--- config.mk ---
export PLATFORM = sky130hd
export DESIGN_NAME = regfile_writeback_queue
export DESIGN_NICKNAME = d
export VERILOG_FILES = /design/src/rtl/regfile_writeback_queue.sv
export SDC_FILE = /design/constraint.sdc
export NUM_CORES = 1
export LEC_CHECK = 0
export ABC_AREA = 1
export CAP_MARGIN = 5
export CORE_ASPECT_RATIO = 0.9
export CORE_MARGIN = 4
export CORE_UTILIZATION = 40
export DETAILED_ROUTE_END_ITERATION = 10
export PLACE_DENSITY_LB_ADDON = 0.2
export SYNTH_ARGS = -nofsm -noshare
export SYNTH_HDL_FRONTEND = slang
export SYNTH_SLANG_ARGS = --single-unit
--- constraint.sdc ---
create_clock -name clk -period 4 [get_ports clk]
set_clock_uncertainty 0.2 [all_clocks]
set_input_delay 0.4 -clock clk [delete_from_list [all_inputs] [get_ports clk]]
set_output_delay 0.4 -clock clk [all_outputs]
set_load 0.01 [all_outputs]
--- src/rtl/regfile_writeback_queue.sv ---
// In-order write-back FIFO between the ALU/load producers and the register-file
// write port; retires one write per cycle and flags pending writes for hazard checks.
module regfile_writeback_queue #(
    parameter int DATA_WIDTH = 32,
    parameter int ADDR_WIDTH = 5,
    parameter int DEPTH      = 4
) (
    input  logic                    clk,
    input  logic                    reset,
    input  logic                    alu_valid,
    output logic                    alu_ready,
    input  logic [ADDR_WIDTH-1:0]   alu_addr,
    input  logic [DATA_WIDTH-1:0]   alu_data,
    input  logic                    mem_valid,
    output logic                    mem_ready,
    input  logic [ADDR_WIDTH-1:0]   mem_addr,
    input  logic [DATA_WIDTH-1:0]   mem_data,
    input  logic                    hold,
    output logic                    w_enable,
    output logic [ADDR_WIDTH-1:0]   data_addr,
    output logic [DATA_WIDTH-1:0]   data_in,
    input  logic [ADDR_WIDTH-1:0]   chk_addr1,
    input  logic [ADDR_WIDTH-1:0]   chk_addr2,
    output logic                    pending1,
    output logic                    pending2,
    output logic [$clog2(DEPTH):0]  count,
    output logic                    full,
    output logic                    empty
);
    localparam int PTR_W = $clog2(DEPTH);
    localparam int CNT_W = PTR_W + 1;

    logic [ADDR_WIDTH-1:0] addr_mem_r [DEPTH];
    logic [DATA_WIDTH-1:0] data_mem_r [DEPTH];
    logic [DEPTH-1:0]      valid_r;
    logic [PTR_W-1:0]      head_r;
    logic [PTR_W-1:0]      tail_r;
    logic [CNT_W-1:0]      count_r;
    logic                  w_enable_r;
    logic [ADDR_WIDTH-1:0] data_addr_r;
    logic [DATA_WIDTH-1:0] data_in_r;

    logic                  full_s;
    logic                  empty_s;
    logic                  alu_ready_s;
    logic                  mem_ready_s;
    logic                  accept_s;
    logic                  push_s;
    logic                  pop_s;
    logic [ADDR_WIDTH-1:0] push_addr_s;
    logic [DATA_WIDTH-1:0] push_data_s;
    logic                  pending1_s;
    logic                  pending2_s;

    assign full_s      = (count_r == CNT_W'(DEPTH));
    assign empty_s     = (count_r == {CNT_W{1'b0}});
    assign mem_ready_s = !full_s;
    assign alu_ready_s = !full_s && !mem_valid;

    // Source select with load priority; x0 destinations complete the handshake but are dropped
    always_comb begin
        if (mem_valid) begin
            push_addr_s = mem_addr;
            push_data_s = mem_data;
        end else begin
            push_addr_s = alu_addr;
            push_data_s = alu_data;
        end
        accept_s = (mem_valid && mem_ready_s) || (alu_valid && alu_ready_s);
        push_s   = accept_s && (push_addr_s != {ADDR_WIDTH{1'b0}});
        pop_s    = !empty_s && !hold;
    end

    // Hazard lookup: any valid queued entry or the write currently on the port
    always_comb begin
        pending1_s = 1'b0;
        pending2_s = 1'b0;
        for (int i = 0; i < DEPTH; i++) begin
            pending1_s = pending1_s | (valid_r[i] && (addr_mem_r[i] == chk_addr1));
            pending2_s = pending2_s | (valid_r[i] && (addr_mem_r[i] == chk_addr2));
        end
        pending1_s = (chk_addr1 != {ADDR_WIDTH{1'b0}}) &&
                     (pending1_s || (w_enable_r && (data_addr_r == chk_addr1)));
        pending2_s = (chk_addr2 != {ADDR_WIDTH{1'b0}}) &&
                     (pending2_s || (w_enable_r && (data_addr_r == chk_addr2)));
    end

    // FIFO storage, pointers and occupancy
    always_ff @(posedge clk) begin
        if (!reset) begin
            for (int i = 0; i < DEPTH; i++) begin
                addr_mem_r[i] <= {ADDR_WIDTH{1'b0}};
                data_mem_r[i] <= {DATA_WIDTH{1'b0}};
            end
            valid_r <= {DEPTH{1'b0}};
            head_r  <= {PTR_W{1'b0}};
            tail_r  <= {PTR_W{1'b0}};
            count_r <= {CNT_W{1'b0}};
        end else begin
            if (push_s) begin
                addr_mem_r[tail_r] <= push_addr_s;
                data_mem_r[tail_r] <= push_data_s;
                valid_r[tail_r]    <= 1'b1;
                tail_r             <= tail_r + PTR_W'(1);
            end
            if (pop_s) begin
                valid_r[head_r] <= 1'b0;
                head_r          <= head_r + PTR_W'(1);
            end
            case ({push_s, pop_s})
                2'b10:   count_r <= count_r + CNT_W'(1);
                2'b01:   count_r <= count_r - CNT_W'(1);
                default: count_r <= count_r;
            endcase
        end
    end

    // Register-file write port; address/data hold their last value when idle
    always_ff @(posedge clk) begin
        if (!reset) begin
            w_enable_r  <= 1'b0;
            data_addr_r <= {ADDR_WIDTH{1'b0}};
            data_in_r   <= {DATA_WIDTH{1'b0}};
        end else begin
            w_enable_r <= pop_s;
            if (pop_s) begin
                data_addr_r <= addr_mem_r[head_r];
                data_in_r   <= data_mem_r[head_r];
            end
        end
    end

    assign alu_ready = alu_ready_s;
    assign mem_ready = mem_ready_s;
    assign w_enable  = w_enable_r;
    assign data_addr = data_addr_r;
    assign data_in   = data_in_r;
    assign pending1  = pending1_s;
    assign pending2  = pending2_s;
    assign count     = count_r;
    assign full      = full_s;
    assign empty     = empty_s;

endmodule

## Word level (Yosys, flattened, before mapping)

Memories as Yosys holds them, arrays and structs flattened. A register that Yosys moved wholly into a read port is not among the register bits.
Cells that the tools add are included.

- Add/subtract/negate cells: 4
- Multiply operators: 0
- Div/mod/pow operators: 0
- Magnitude comparators: 4
- Eq/ne operators: 13
- Shift-type cells: 0
- Multiplexer cells: 20
- Bitwise logic cells: 9
- Reductions and logical operators: 35

Operators by type and width:

| cell | number |
|---|---|
| $mux 32 | 2 |
| $eq 5x5->1 | 10 |
| $reduce_or 32->1 | 1 |
| $logic_and 1x1->1 | 19 |
| $reduce_bool 5->1 | 3 |
| $mux 4 | 3 |
| $mux 5 | 2 |
| $mux 1 | 8 |
| $logic_not 1->1 | 6 |
| $lt 2x3->1 const B | 2 |
| $or 1x1->1 | 6 |
| $pmux 3 s2 | 1 |
| $reduce_or 5->1 | 1 |
| $add 2x1->2 const B | 2 |
| $and 4x4->4 | 1 |
| $demux 1 s2 | 2 |
| $ge 2x1->1 const B | 2 |
| $mux 2 | 2 |
| $not 4->4 | 1 |
| $or 4x4->4 | 1 |
| $add 3x1->3 const B | 1 |
| $eq 3x3->1 const B | 1 |
| $logic_not 3->1 | 1 |
| $logic_or 1x1->1 | 3 |
| other kinds (4) | 4 |

- Flip-flop bits (word level): 12
- Latch bits: 0
- RAM bits: 148
- Memory bits (read-only): 0
- Input bits: 89
- Output and inout port bits: 47
- Logic and storage cells: 92
- Memories: 2

Memories:

| memory | words | bits a word | read ports | clocked after memory_dff | wr ports | line | text |
|---|---|---|---|---|---|---|---|
| data_mem_r | 4 | 32 | 1 | 1 | 4 | 34 | `logic [DATA_WIDTH-1:0] data_mem_r [DEPTH];` |
| addr_mem_r | 4 | 5 | 5 | 1 | 4 | 33 | `logic [ADDR_WIDTH-1:0] addr_mem_r [DEPTH];` |

## Logic depth before layout (Yosys ltp)

Gate-level depths: netlist of the first run.

- Word-level depth: 11
- Gate-level depth with buffers: 13
- Mapped depth without buffers: 13

## Least setup slack after synthesis of the first run

OpenSTA, ideal clock, no wires.

- Kind: input -> register
- Start: input mem_valid
- End: memory addr_mem_r[0][0] (enable)
- Setup time: 0.483 ns
- Arrival time: 3.731 ns
- Required time: 3.317 ns
- Slack: -0.414 ns
- Stages on the path: 6
- Path buffers: 2
- Path through: buf_6 -> nor2_1 -> nor2_4 -> nand4_2 -> buf_4 -> o21ai_0

RTL lines:

| element | line | text |
|---|---|---|
| start: declaration | 14 | `input logic mem_valid,` |
| end: declaration | 33 |  |

## Worst setup path after layout of the first run

- Start: input chk_addr2[0]
- End: output pending2

- Cells in the longest elaborated chain, start to end: 7
- Elaborated cells on any way between the ends: 16
- Those cells by class: eq/ne (5); bitwise (3); reduce/logical (8)

RTL lines:

| element | line | text |
|---|---|---|
| start: declaration | 23 | `input logic [ADDR_WIDTH-1:0] chk_addr2,` |
| $eq 5x5->1 | 80 | `pending2_s = pending2_s \| (valid_r[i] && (addr_mem_r[i] == chk_addr2));` |
| $logic_and 1x1->1 | 80 |  |
| $or 1x1->1 (3 in series) | 80 |  |
| $logic_or 1x1->1 | 85 | `(pending2_s \|\| (w_enable_r && (data_addr_r == chk_addr2)));` |
| $logic_and 1x1->1 (*) | 84 | `pending2_s = (chk_addr2 != {ADDR_WIDTH{1'b0}}) &&` |
| end: declaration | 25 | `output logic pending2,` |

Mark *: on every way between the ends. The rest lies on a longest branch, timed or not.

==> summary.md, run 1 <==
| Metric | Value |
|---|---|
| Run status | completed |
| Maximum number of pins on one net before global-route repair | 82 |
| Routed WL | 26900 microns |
| Grt peak-use layer | met2 |
| CP Class | in2out |
| Max-cap violations | 0 |
| Ant diodes | 0 |
| Most frequent cells in the layout | nor2_1 (219), edfxtp_1 (148), o21ai_0 (137) |
| Fin util | 50.2% |
| Seq cells post-synth | 197 |
| Worst setup path endpoint | pending2 |
| CTS sink cnt | 197 |
| Initial Utilization | 40.8% |
| Slew @ Worst Pin | 0.928 ns |
| Place WS | 0.945 ns |
| Post-Synth XOR/XNOR Area | 0.366% |
| GR Util met1 | 28.2% |
| Vias in the first global route | 7518 |
| Initial DRC Count | 719 |
| Post-route DRC violation count | 0 |
| CP Max Fanout | 7 |
| Critical Path Source Type | primary input |
| Slowest-stage cell, CP | clkdlybuf4s50_1 |
| Met2 GRT Util | 33.6% |
| First-pass GRT wire length | 42000 microns |
| Clk_lat worst skew | 0.43 ns |
| I/O pins | 136 |
| Hold Path Class | reg2reg |
| Fin nets | 1241 |
| Die area | 26500 sq um |
| Die width | 171 microns |
| Mapped Cells | 1040 |
| Fmax achieved | 329 MHz |
| RR Startpoint | count[2] |
| RePlAce Congestion | 0.856 |
| PortBufs | 135 |
| P per Cell Area | 579 nW/um^2 |
| Clock power share | 24.6% |
| Post-route cell area | 11800 sq um |
| Final hold viol count | 0 |
| CTS Root Buffer Type | clkbuf_16 |
| Cell Int Power | 4.37 mW |
| Avg Synthesized Cell Area | 9.22 sq um |
| Final setup margin | 0.957 ns |
| Vias per cell | 5.33 |
| Max-slew violation count | 0 |
| Most common cell after layout, fill and taps aside | nor2_1 |
| Distinct cells, synth | 29 |
| Number of H-tree levels | 4 |
| Drt wl/cell | 18.4 microns |
| Postcts setup bufs | 0 |
| Post-synthesis mux area share | 3.34% |
| Clock transition at path regs | 0.07 ns |
| Peak supply drop | 294 uV |
| Tmin final | 3.04 ns |
| Max clock buf depth | 2 |
| Switching power | 2.45 mW |
| WP depth | 10 |
| Slew HR | 38.2% |
| Largest family of logic cells by synthesized area | simple AND/OR/NAND/NOR gates |
| Setup-failing EPs final | 0 |
| DR pass1 iterations | 6 |
| Sequential share of the synthesized area | 56.6% |
| Layout cells sized above 1 | 8.05% |
| Critical-path cell list | clkdlybuf4s50_1 -> inv_1 -> nand2_1 -> nand2_1 -> nor2_1 -> nand3_1 -> nand3_1 -> nor2_1 -> nor2_1 -> clkdlybuf4s50_1 |
| Post-route ant nets | 0 |
| Compound-Gate Fraction of Synth Area | 11.0% |
| Most common cell on crit path | nor2_1 |
| GRT Util Overall | 20.3% |
| Core ar. | 23500 sq um |
| Resized cells post-CTS | 0 |
| Leak | 4.42 nW |
| TritonCTS clock tree | built |
| RSZ-0062 raised after global routing | no |
| DR vias | 7766 |
| Crit. End Element | primary output |
| Period utilisation layout | 76.1% |
| Worst endpoint required time | 3.40 ns |
| Syn-to-layout area delta | 23.0% |
| Grt ovf | 0 |
| Crit-path leading delay family | buffers and inverters |
| Post-CTS Hold Fix Bufs | 0 |
| Worst path buffer plus inverter count | 3 |
| Syn_nets | 1139 |
| CP peak stage delay | 0.62 ns |
| Flop pwr share | 42.5% |
| Cts bufs inserted | 17 |
| Worst setup startpoint | chk_addr2[0] |
| Met3 global-route usage | 3.63% |
| Synth Area in Simple Gates | 21.7% |
| Die H | 155 microns |
| Rows | 53 |
| Cell area after synthesis | 9580 sq um |
| Reg2reg end | data_mem_r[3][24] |
| Adder-Cell Fraction of Synth Area | 1.38% |
| Arrival @ worst endpoint | 2.44 ns |
| Setup slack, reg-to-reg | 1.54 ns |
| Reg2reg path depth | 9 |
| Setup TNS | 0 ns |
| Sw frac | 35.9% |
| Synth warn | 0 |
| Post-DP HPWL | 16700 microns |
| Area after DPL | 11200 sq um |
| Initial antenna violation count | 0 |
| HP Start | valid_r[2] |
| Gate power share | 32.9% |
## state kept, by name (all words and copies together) (netlist names)
name and flops:
data_mem_r 128, data_in 32, addr_mem_r 20, data_addr 5, valid_r 4, count 3
head_r 2, tail_r 2, w_enable 1
## cell type report
type	count	area, sq um
clock buffers	18	429
clock inverters	14	146
fillers	2251	11700
inverters	57	214
multi-input cells	714	3670
flip-flops and latches	197	5430
well taps	302	378
repair buffers	155	1520
## worst min path at each step
stage,to,slack [ns],depth (start not counted)
6_report,valid_r[2],0.28,2
5_1_grt,valid_r[2],0.29,2
4_1_cts,valid_r[2],0.28,2
3_5_place_dp,valid_r[2],0.26,2
3_3_place_gp,valid_r[2],0.26,2
2_1_floorplan,valid_r[1],0.23,2
## logic make-up after synthesis
kind of cell               count (synthesis)
xor gates and xnor gates                   4
DFF                                      197
AOI/OAI and AO/OA                        200
muxes                                     32
buffers and inverters                    129
adders and majority gates                 10
and+or+nand+nor                          468
## power groups by stage
stage | clock network (mW) | logic, mW | registers (mW)
finish | 1.68 | 2.24 | 2.90
global route | 1.79 | 2.51 | 2.94
CTS | 1.70 | 2.26 | 2.90
detailed placement | 0 | 2.26 | 2.94
global placement | 0 | 2.23 | 2.94
floorplan | 0 | 1.29 | 2.95
## layer usage
layer,part of all wire (%),routed length (microns)
met1,45,12200
met2,48,12800
met3,6.0,1610
met4,0.92,246
met5,0,0
## cell usage after synthesis
cell | number | area share (%)
nor2_1 | 220 | 8.6
edfxtp_1 | 148 | 46
o21ai_0 | 140 | 7.3
nand2_1 | 104 | 4.1
nor3_1 | 98 | 5.1
inv_1 | 53 | 2.1
clkbuf_1 | 49 | 1.9
dfxtp_1 | 49 | 10
a31oi_1 | 37 | 2.4
mux2i_1 | 32 | 3.3
nor3_2 | 22 | 2.3
a21oi_1 | 21 | 1.1
nand3_1 | 17 | 0.89
buf_2 | 15 | 0.78
ha_1 | 9 | 1.2
buf_6 | 4 | 0.47
xor2_1 | 4 | 0.37
clkinv_1 | 3 | 0.12
buf_1 | 2 | 0.078
buf_4 | 2 | 0.16
nand3_2 | 2 | 0.21
nand4_2 | 2 | 0.26
and3_1 | 1 | 0.065
fa_1 | 1 | 0.21
inv_2 | 1 | 0.039
nor2_2 | 1 | 0.065
nor2_4 | 1 | 0.12
o211ai_1 | 1 | 0.078
o21ai_1 | 1 | 0.052
## stage by stage
stage	hold slack, ns	power [mW]	instances
2_1_floorplan	0.231	4.24	1040
3_3_place_gp	0.259	5.17	1425
3_5_place_dp	0.265	5.20	1425
4_1_cts	0.276	6.86	1457
5_1_grt	0.288	7.24	1457
6_report	0.276	6.82	1457
## worst register-to-register path: stages (launching register included)
cell and delay, ns:
dfxtp_1 0.33, inv_1 0.08, nor3_2 0.10, buf_4 0.18
nor2_4 0.07, nand4_4 0.23, buf_4 0.35, nand2_1 0.15
nor2_4 0.11, buf_4 0.31
Note: power is estimated with default switching activity, not from simulation.
==> run 2, diff against run 1 <==
==> constraint.sdc (replaced) <==
create_clock -name clk -period 3.1 [get_ports clk]
set_clock_uncertainty 0.2 [all_clocks]
set_input_delay 0.31 -clock clk [delete_from_list [all_inputs] [get_ports clk]]
set_output_delay 0.31 -clock clk [all_outputs]
set_load 0.01 [all_outputs]
==> run 2 against run 1 <==
Critical path depth is the same. Clock-buffer cell count is the same. Sequential share of layout area shrank 0.28 points. Sequential power grew 30%. Sequential cell count is the same. Clock power grew 32%. Via count shrank 0.27%. Register-to-register slack lost 0.82 ns. Cell count grew 0.48%. Non-clock buffer count grew 7. Utilization grew 0.29 points. Critical path type unchanged. Largest power group unchanged.
==> summary.md, run 2 (synthesis results as in run 1) <==
| Metric | Value |
|---|---|
| Run status | completed |
| Flop pwr share | 42.2% (-0.3 points) |
| Vias in the first global route | 7352 (-2.2%) |
| CP Class | in2out |
| CTS Root Buffer Type | clkbuf_16 |
| DR pass1 iterations | 5 (-1) |
| Post-CTS Hold Fix Bufs | 0 (unchanged) |
| Multi-input gate area | 3670 sq um (unchanged) |
| I/O pins | 136 (unchanged) |
| Final hold slack | 0.271 ns (-0.00522 ns) |
| Clock power share | 24.8% (+0.2 points) |
| Postcts setup bufs | 0 (unchanged) |
| Max-cap violations | 0 (unchanged) |
| Setup-failing EPs final | 0 (unchanged) |
| Initial Utilization | 40.8% (unchanged) |
| Power after layout | 8.90 mW (+31%) |
| Post-DP HPWL | 16600 microns (-0.61%) |
| Initial DRC Count | 639 (-11%) |
| Syn-to-layout area delta | 23.7% |
| Period utilisation layout | 93.7% |
| Fin nets | 1248 (+0.56%) |
| Peak supply drop | 362 uV (+23%) |
| Slowest-stage cell, CP | clkdlybuf4s50_1 |
| Most common cell after layout, fill and taps aside | nor2_1 |
| Post-route cell area | 11900 sq um (+0.57%) |
| CP peak stage delay | 0.64 ns (+0.02 ns) |
| FF+latch area | 5430 sq um (about the same) |
| P per Cell Area | 751 nW/um^2 (+30%) |
| TritonCTS clock tree | built |
| Clk_lat worst skew | 0.44 ns (about the same) |
| Vias per cell | 5.29 (-0.75%) |
| Gate power share | 33.0% (about the same) |
| Cell Int Power | 5.70 mW (+30%) |
| Slew HR | 43.5% (+5.3 points) |
| Post-route ant nets | 0 (unchanged) |
| Rows | 53 (unchanged) |
| Maximum number of pins on one net before global-route repair | 82 (unchanged) |
| First-pass GRT wire length | 41800 microns (-0.43%) |
| Number of H-tree levels | 4 (unchanged) |
| Core ar. | 23500 sq um (unchanged) |
| Max-slew violation count | 0 (unchanged) |
| Fmax achieved | 344 MHz |
| Arrival @ worst endpoint | 2.40 ns (-0.04 ns) |
| Fill cell total of the finished layout | 2208 (-1.9%) |
| Top Metal Used | met4 |
| Resized cells post-CTS | 0 (unchanged) |
| Area after DPL | 11300 sq um (+0.56%) |
| CTS sink cnt | 197 (unchanged) |
| Clock transition at path regs | 0.07 ns (about the same) |
| Place WS | 0.215 ns (-0.730 ns) |
| GRT Util Overall | 20.3% (about the same) |
| DR vias | 7745 (-0.27%) |
| Routed WL | 26700 microns (-0.52%) |
| Placed Cells | 1432 (+0.49%) |
| CP Max Fanout | 7 (unchanged) |
| Die area | 26500 sq um (unchanged) |
| Worst endpoint required time | 2.59 ns (-0.81 ns) |
| Fin util | 50.5% (+0.29 points) |
| Final Instance Count excl. Fillers | 1464 (+0.48%) |
| Slew @ Worst Pin | 0.848 ns (-0.0799 ns) |
| Most common cell on crit path | nor2_1 |
| Post-route DRC violation count | 0 (unchanged) |
| PortBufs | 135 (unchanged) |
| Critical-path cell list | clkdlybuf4s50_1 -> inv_1 -> nand2_1 -> nand2_1 -> nor2_1 -> nand3_1 -> nand3_1 -> nor2_1 -> nor2_1 -> clkdlybuf4s50_1 |
| Leak | 4.46 nW (+0.93%) |
| Crit. End Element | primary output |
| Initial antenna violation count | 0 (unchanged) |
| Cts bufs inserted | 17 (unchanged) |
| Switching power | 3.20 mW (+31%) |
| Ant diodes | 0 (unchanged) |
| RePlAce Congestion | 0.932 (+8.9%) |
| Met2 Routed Length | 12500 microns (-2.2%) |
| Die width | 171 microns (unchanged) |
| Met1 WL | 12200 microns (about the same) |
| Layout cells sized above 1 | 8.61% (+0.55 points) |
| Die H | 155 microns (unchanged) |
| Sw frac | 36.0% (+0.099 points) |
| RSZ-0062 raised after global routing | no |
| Tmin final | 2.91 ns |
| Critical Path Source Type | primary input |
| Final setup margin | 0.195 ns (-0.762 ns) |
| Most frequent cells in the layout | nor2_1 (219), edfxtp_1 (148), o21ai_0 (137) |
| Drt wl/cell | 18.3 microns (-1.0%) |
| Biggest register | data_mem_r |
| Setup TNS | 0 ns (unchanged) |
| Max clock buf depth | 2 (unchanged) |
| Max reg flops | 128 (unchanged) |
| Hold Path Class | in2reg |
| Final hold viol count | 0 (unchanged) |
| Grt ovf | 0 (unchanged) |
| Met3 wire length | 1590 microns (-1.2%) |
==> run 2: changes by cell type in the layout (fill, tap and decap cells not counted), sizes merged <==
cell / delta
buf: +7
clkinv: -1
inv: +1
==> run 2: layer usage <==
metal	track usage (%)	up-vias
li1	-	3817
met4	5.36	0
met2	32.8	261
met1	28.4	3641
met3	3.66	26
met5	0	-
==> run 2: layout make-up <==
cell class | instances | share of cell area (%)
timing repair buffer | 162 | 13.3
clock buffer | 18 | 3.70
tap | 302 | 3.19
inverter | 57 | 1.80
sequential | 197 | 45.8
clock inverter | 14 | 1.19
multi-input combinational | 714 | 31.0
==> run 2: path summary, 6_finish.rpt <==
kind                            slack (ns)  cells past startpoint          from                to
worst max-delay path                  0.19                     10  chk_addr2[0]          pending2
worst min-delay path                  0.27                      4     mem_valid  addr_mem_r[3][1]
worst max register to register        0.72                     11      count[2]          count[2]
worst min register to register        0.28                      2    valid_r[1]        valid_r[1]
==> run 2: critical path: cells and delay by family <==
family        cells  cell delay, ns
buf+inv           3            1.41
simple gates      7            0.66
==> run 2: power by group through the flow <==
stage               Sequential, mW  Clock [mW]  Combinational, mW
floorplan                     3.80           0               1.66
global placement              3.81           0               2.93
detailed placement            3.81           0               2.95
CTS                           3.76        2.24               2.96
global route                  3.82        2.35               3.27
finish                        3.76        2.21               2.94
